[config.mk]
export PLATFORM = sky130hd
export DESIGN_NAME = ysyx_22041207_wb_arb
export DESIGN_NICKNAME = d
export VERILOG_FILES = /design/src/rtl/ysyx_22041207_pkg.sv /design/src/rtl/ysyx_22041207_wb_fifo.sv /design/src/rtl/ysyx_22041207_wb_arb.sv
export SDC_FILE = /design/constraint.sdc
export NUM_CORES = 1
export LEC_CHECK = 0
export ABC_AREA = 1
export CELL_PAD_IN_SITES_DETAIL_PLACEMENT = 1
export CELL_PAD_IN_SITES_GLOBAL_PLACEMENT = 2
export CORE_AREA = 2 2 168 170
export CTS_BUF_LIST = sky130_fd_sc_hd__clkbuf_16
export DETAILED_ROUTE_END_ITERATION = 6
export DIE_AREA = 0 0 170 172
export GPL_TIMING_DRIVEN = 1
export PLACE_DENSITY = 0.82
export SYNTH_ARGS = -nofsm -noshare
export SYNTH_HDL_FRONTEND = slang
export SYNTH_SLANG_ARGS = --single-unit
[constraint.sdc]
create_clock -name clk -period 4.75 [get_ports clk]
set_clock_uncertainty 0.1 [all_clocks]
set_input_delay 0.475 -clock clk [delete_from_list [all_inputs] [get_ports clk]]
set_output_delay 0.475 -clock clk [all_outputs]
set_load 0.1 [all_outputs]
[src/rtl/ysyx_22041207_pkg.sv]
// rtl/ysyx_22041207_pkg.sv - shared writeback arbiter types and constants

package ysyx_22041207_pkg;

   localparam int REG_ADDR_W = 5;

   // Which requester owned the regfile write port most recently
   typedef enum logic {
      GNT_EXU = 1'b0,
      GNT_LSU = 1'b1
   } grant_e;

endpackage

[src/rtl/ysyx_22041207_wb_fifo.sv]
// rtl/ysyx_22041207_wb_fifo.sv - LSU result buffer, DEPTH entries, no push-through when full

module ysyx_22041207_wb_fifo #(
   parameter int DEPTH = 2,
   parameter int WIDTH = 69
) (
   input  logic             clk,
   input  logic             rst_n,
   input  logic             in_tvalid,
   output logic             in_tready,
   input  logic [WIDTH-1:0] in_tdata,
   output logic             out_tvalid,
   input  logic             out_tready,
   output logic [WIDTH-1:0] out_tdata
);

   localparam int PW = $clog2(DEPTH);
   localparam int CW = PW + 1;

   logic [WIDTH-1:0] mem [DEPTH];
   logic [PW-1:0]    wptr;
   logic [PW-1:0]    rptr;
   logic [CW-1:0]    count;
   logic             push;
   logic             pop;

   // Ready depends on occupancy only, so a full buffer never accepts even while popping
   assign in_tready  = (count < CW'(DEPTH));
   assign out_tvalid = (count != '0);
   assign out_tdata  = mem[rptr];
   assign push       = in_tvalid & in_tready;
   assign pop        = out_tvalid & out_tready;

   // Payload storage needs no reset; validity is tracked by count
   always_ff @(posedge clk) begin
      if (push) mem[wptr] <= in_tdata;
   end

   // Pointers wrap naturally because DEPTH is a power of two
   always_ff @(posedge clk or negedge rst_n) begin
      if (!rst_n) begin
         wptr  <= '0;
         rptr  <= '0;
         count <= '0;
      end else begin
         if (push) wptr <= wptr + PW'(1);
         if (pop)  rptr <= rptr + PW'(1);
         case ({push, pop})
            2'b10:   count <= count + CW'(1);
            2'b01:   count <= count - CW'(1);
            default: count <= count;
         endcase
      end
   end

endmodule

[src/rtl/ysyx_22041207_wb_arb.sv]
// rtl/ysyx_22041207_wb_arb.sv - EXU/LSU regfile write-port arbiter; YSYX_22041207_WB_ARB_PERF_EN adds perf counters

module ysyx_22041207_wb_arb
   import ysyx_22041207_pkg::*;
#(
   parameter int DEPTH = 2,
   parameter int XLEN  = 64
) (
   input  logic                  clk,
   input  logic                  rst_n,
   input  logic                  exu_valid,
   output logic                  exu_ready,
   input  logic                  exu_wen,
   input  logic [REG_ADDR_W-1:0] exu_rd,
   input  logic [XLEN-1:0]       exu_wdata,
   input  logic                  lsu_valid,
   output logic                  lsu_ready,
   input  logic [REG_ADDR_W-1:0] lsu_rd,
   input  logic [XLEN-1:0]       lsu_wdata,
   output logic                  rf_wen,
   output logic [REG_ADDR_W-1:0] rf_waddr,
   output logic [XLEN-1:0]       rf_wdata
`ifdef YSYX_22041207_WB_ARB_PERF_EN
   ,
   output logic [31:0]           perf_conflict,
   output logic [31:0]           perf_lsu_full
`endif
);

   localparam int FW = REG_ADDR_W + XLEN;

   logic                  head_valid;
   logic [FW-1:0]         head_data;
   logic [REG_ADDR_W-1:0] head_rd;
   logic                  exu_cand;
   logic                  lsu_cand;
   logic                  gnt_exu;
   logic                  gnt_lsu;
   grant_e                last_grant;

   ysyx_22041207_wb_fifo #(
      .DEPTH (DEPTH),
      .WIDTH (FW)
   ) u_fifo (
      .clk        (clk),
      .rst_n      (rst_n),
      .in_tvalid  (lsu_valid),
      .in_tready  (lsu_ready),
      .in_tdata   ({lsu_rd, lsu_wdata}),
      .out_tvalid (head_valid),
      .out_tready (gnt_lsu),
      .out_tdata  (head_data)
   );

   assign head_rd  = head_data[XLEN +: REG_ADDR_W];
   assign exu_cand = exu_valid & exu_wen;
   assign lsu_cand = head_valid;

   // Sole candidate wins; on conflict the one not granted last time wins
   always_comb begin
      gnt_exu = 1'b0;
      gnt_lsu = 1'b0;
      if (exu_cand && lsu_cand) begin
         gnt_exu = (last_grant == GNT_LSU);
         gnt_lsu = (last_grant == GNT_EXU);
      end else begin
         gnt_exu = exu_cand;
         gnt_lsu = lsu_cand;
      end
   end

   // Non-writing EXU instructions retire without touching the port
   assign exu_ready = (exu_valid & ~exu_wen) | gnt_exu;

   // Registered write port; rd=0 still consumes the grant but never writes
   always_ff @(posedge clk or negedge rst_n) begin
      if (!rst_n) begin
         rf_wen     <= 1'b0;
         rf_waddr   <= '0;
         rf_wdata   <= '0;
         last_grant <= GNT_LSU;
      end else begin
         rf_wen <= 1'b0;
         if (gnt_exu) begin
            rf_wen     <= (exu_rd != '0);
            rf_waddr   <= exu_rd;
            rf_wdata   <= exu_wdata;
            last_grant <= GNT_EXU;
         end else if (gnt_lsu) begin
            rf_wen     <= (head_rd != '0);
            rf_waddr   <= head_rd;
            rf_wdata   <= head_data[XLEN-1:0];
            last_grant <= GNT_LSU;
         end
      end
   end

`ifdef YSYX_22041207_WB_ARB_PERF_EN
   // Saturating event counters for port conflicts and LSU back-pressure
   always_ff @(posedge clk or negedge rst_n) begin
      if (!rst_n) begin
         perf_conflict <= '0;
         perf_lsu_full <= '0;
      end else begin
         if (exu_cand && lsu_cand && perf_conflict != '1)
            perf_conflict <= perf_conflict + 32'd1;
         if (lsu_valid && !lsu_ready && perf_lsu_full != '1)
            perf_lsu_full <= perf_lsu_full + 32'd1;
      end
   end
`endif

endmodule

==> impl_results.md <==
- DIE HEIGHT: 172 microns
- Synthesized net count: 869
- Reg2reg path depth: 6
- Fin Hold WS: between 0.3 and 0.4 ns
- CP arrival: between 2 and 2.5 ns
- Mapped Cells: roughly 730
- DP HPWL: 15.5 mm
- Max_cap viols: 0
- IO Port Bufs: 214
- Critical Path Sink Type: output pin
- Reg2reg setup slack: between 2 and 2.5 ns
- Cell taking the most area after synthesis: edfxtp_1
- Core Box Area: about 27000 sq um
- Largest cells by area after synthesis: edfxtp_1 (49%), dfrtp_1 (22%), nand2_1 (7.0%)
- Syn Area/Cell: 11.6 sq um
- Top FF cell, synth: edfxtp_1
- Nets: 1078
- Antenna violations before repair: 1
- Largest net degree at the start of global routing: roughly 70
- Capturing point of the worst reg2reg path: rf_wdata[56]
- Share of the synthesized area in the top cell type: 0.492
- Layout cells sized above 1: 0.0537
- CTS tree: done
- Io pins: between 200 and 250
- DP Worst Slack: between 1.5 and 2 ns
- Max_slew headroom: 0.259
- Total grt overflow: 0
- H-tree depth: 1
- Worst Tran Pin Value: 1.11 ns
- Die X: about 170 microns
- Endpoints failing setup: 0
- Tcrit/Tclk final: 0.625
- Leak pwr: ~4.4 nW
- Detail Route Antenna Nets: 0
- CP Max Fanout: slightly above 50
- Via count: just over 6000
- Max Buffers Root-to-Sink: 3
- Root Buffer: clkbuf_16
- Num Clock Sinks: between 200 and 250
- GRT Util Overall: 0.169
- CTS Buf Count: 25
- WL/cell: approximately 19 microns
- Worst min path class: in -> async
- Crit Path Category: in -> out
- Clock-pin slew on the worst setup and hold paths: 0.06 ns
- Post-CTS Setup Bufs: 0
- Final Cell Area: 11600 sq um
- Status: complete, no violations
- Worst flop-to-flop path startpoint: u_fifo.count[0]
- GP Congestion: 0.748
- Sequential-to-total area share from yosys stat: 0.715
- Starting Density: 0.306
- CTS resizes: 0
- Top post-synthesis cells by count: nand2_1 (157), edfxtp_1 (138), nor2_1 (134), dfrtp_1 (74), nand3_1 (73)
- Fmax: 0.337 GHz
- Die footprint: about 30000 sq um
- Total power: approximately 9.3 mW
- P&R area growth vs syn: 38.0%
- Most common cell in the netlist: nand2_1
- Worst endpoint required time: around 4.2 ns
- YS warnings: 0
- Setup_tns: 0 ns
- RSZ-0062 raised after global routing: false
- Standard-cell rows: between 60 and 70
- Routed wire length: 24.3 mm
- Number of remaining DRC errors: 0
- Area of the mapped netlist: between 8000 and 9000 sq um
- Register bit total from synthesis: roughly 210
- Fin crit period: approximately 3.0 ns
- First-pass GRT wire length: between 30 and 40 mm
- Pwr dens: between 800 and 900 nW/um^2
- Fin worst setup slack: roughly 1.8 ns
- Critical Path Start Type: primary input
- Max-slew violations: 0
- DR iter-0 viols: approximately 300
- EDFF count, synth: approximately 140
- Post-Place Cell Area: around 11000 sq um
- Peak VDD IR: between 400 and 500 uV
- Count of different cell masters after synthesis: 24
- Worst skew pair latency: just over 0.5 ns
- TritonRoute pass-1 iters: 4
- Vias in the first global route: around 7000
- Synth async-reset ratio: 0.352
- Vias per std cell: between 4 and 5
- Final hold violations: 0
## routing by layer
metal / GRT usage / vias up / wire [microns]
met1: 0.201 / 3076 / 9970
met5: 0 / - / 0
met4: 0.0442 / 0 / 459
met2: 0.311 / 174 / 12600
li1: - / 2918 / -
met3: 0.0336 / 35 / 1340
## worst max-delay path by stage
stage,from,slack [ns],to
floorplan,u_fifo.count[1],-0.15,u_fifo.mem[0][0]
global placement,exu_valid,1.73,rf_wdata[35]
detailed placement,exu_valid,1.59,rf_wdata[26]
CTS,exu_valid,1.74,exu_ready
global route,exu_wen,1.58,exu_ready
finish,exu_wen,1.78,exu_ready
## worst max-delay path, stage by stage
cell and delay [ns]:
clkdlybuf4s50_1 0.48, nand2_1 0.10, inv_1 0.34, nand2_4 0.45, o21ai_0 0.22, buf_4 0.32
## layout by cell type (no fill, tap or decap), types with 2 or more instances in the layout
| master | synthesis | layout |
|---|---|---|
| o211ai_1 | 53 | 53 |
| dfrtp_1 | 74 | 73 |
| edfxtp_1 | 138 | 138 |
| nand2_4 | 3 | 3 |
| o21ai_0 | 11 | 11 |
| nand3b_1 | 11 | 11 |
| nand3_1 | 73 | 73 |
| nor2_1 | 134 | 132 |
| nand2_1 | 157 | 157 |
| clkbuf_16 | 0 | 25 |
| a21oi_1 | 2 | 2 |
| clkdlybuf4s50_1 | 0 | 212 |
| buf_12 | 0 | 2 |
| buf_4 | 3 | 10 |
| clkinv_1 | 0 | 5 |
| inv_1 | 9 | 19 |
| nor2_4 | 1 | 3 |
| o21ai_1 | 6 | 6 |
| xor2_1 | 3 | 3 |
| inv_2 | 3 | 4 |
## cell families (layout without fill, tap and decap cells)
kind of cell | Yosys count | in the layout | synth area share
adder cells (fa/ha/maj) | 1 | 1 | 0.00149
AND/OR/NAND/NOR | 380 | 380 | 0.189
XOR/XNOR | 4 | 4 | 0.00416
other | 0 | 1 | 0
buffers and inverters | 55 | 280 | 0.0315
AO/OA/AOI/OAI | 72 | 72 | 0.0586
flip-flops | 213 | 213 | 0.715
## sequential cells by signal, summed over array words and instances, names as in the netlist
signal and flops:
rf_wen 1, u_fifo.rptr 1, u_fifo.wptr 1, u_fifo.count 2
rf_wdata 64, last_grant 1, rf_waddr 5, u_fifo.mem 138
## per-stage QoR
| step | cells | utilization |
|---|---|---|
| finish | 1297 | 0.423 |
| global route | 1296 | 0.423 |
| global placement | 1252 | 0.396 |
| detailed placement | 1252 | 0.396 |
| CTS | 1296 | 0.423 |
| floorplan | 725 | - |
## repair_timing
| action | 4_1_cts | 5_1_grt |
|---|---|---|
| endpoints found under the hold margin | 36 | 0 |
| setup endpoints to repair | 0 | 0 |
| hold buffers | 1 | 0 |
## cell type report
| type | instances | area [sq um] |
|---|---|---|
| Timing Repair Buffer | 225 | 2250 |
| Clock buffer | 25 | 626 |
| Clock inverter | 18 | 97.6 |
| Sequential cell | 213 | 6020 |
| Multi-Input combinational cell | 457 | 2150 |
| Antenna cell | 1 | 2.50 |
| Inverter | 12 | 45.0 |
| Fill cell | 2992 | 15900 |
| Tap cell | 346 | 433 |
## power by group
part	total (mW)	internal, mW	switching [mW]
sequential	2.83	2.58	0.249
clock	1.71	0.995	0.718
combinational	4.78	1.13	3.66
(Power assumes the default switching activity.)
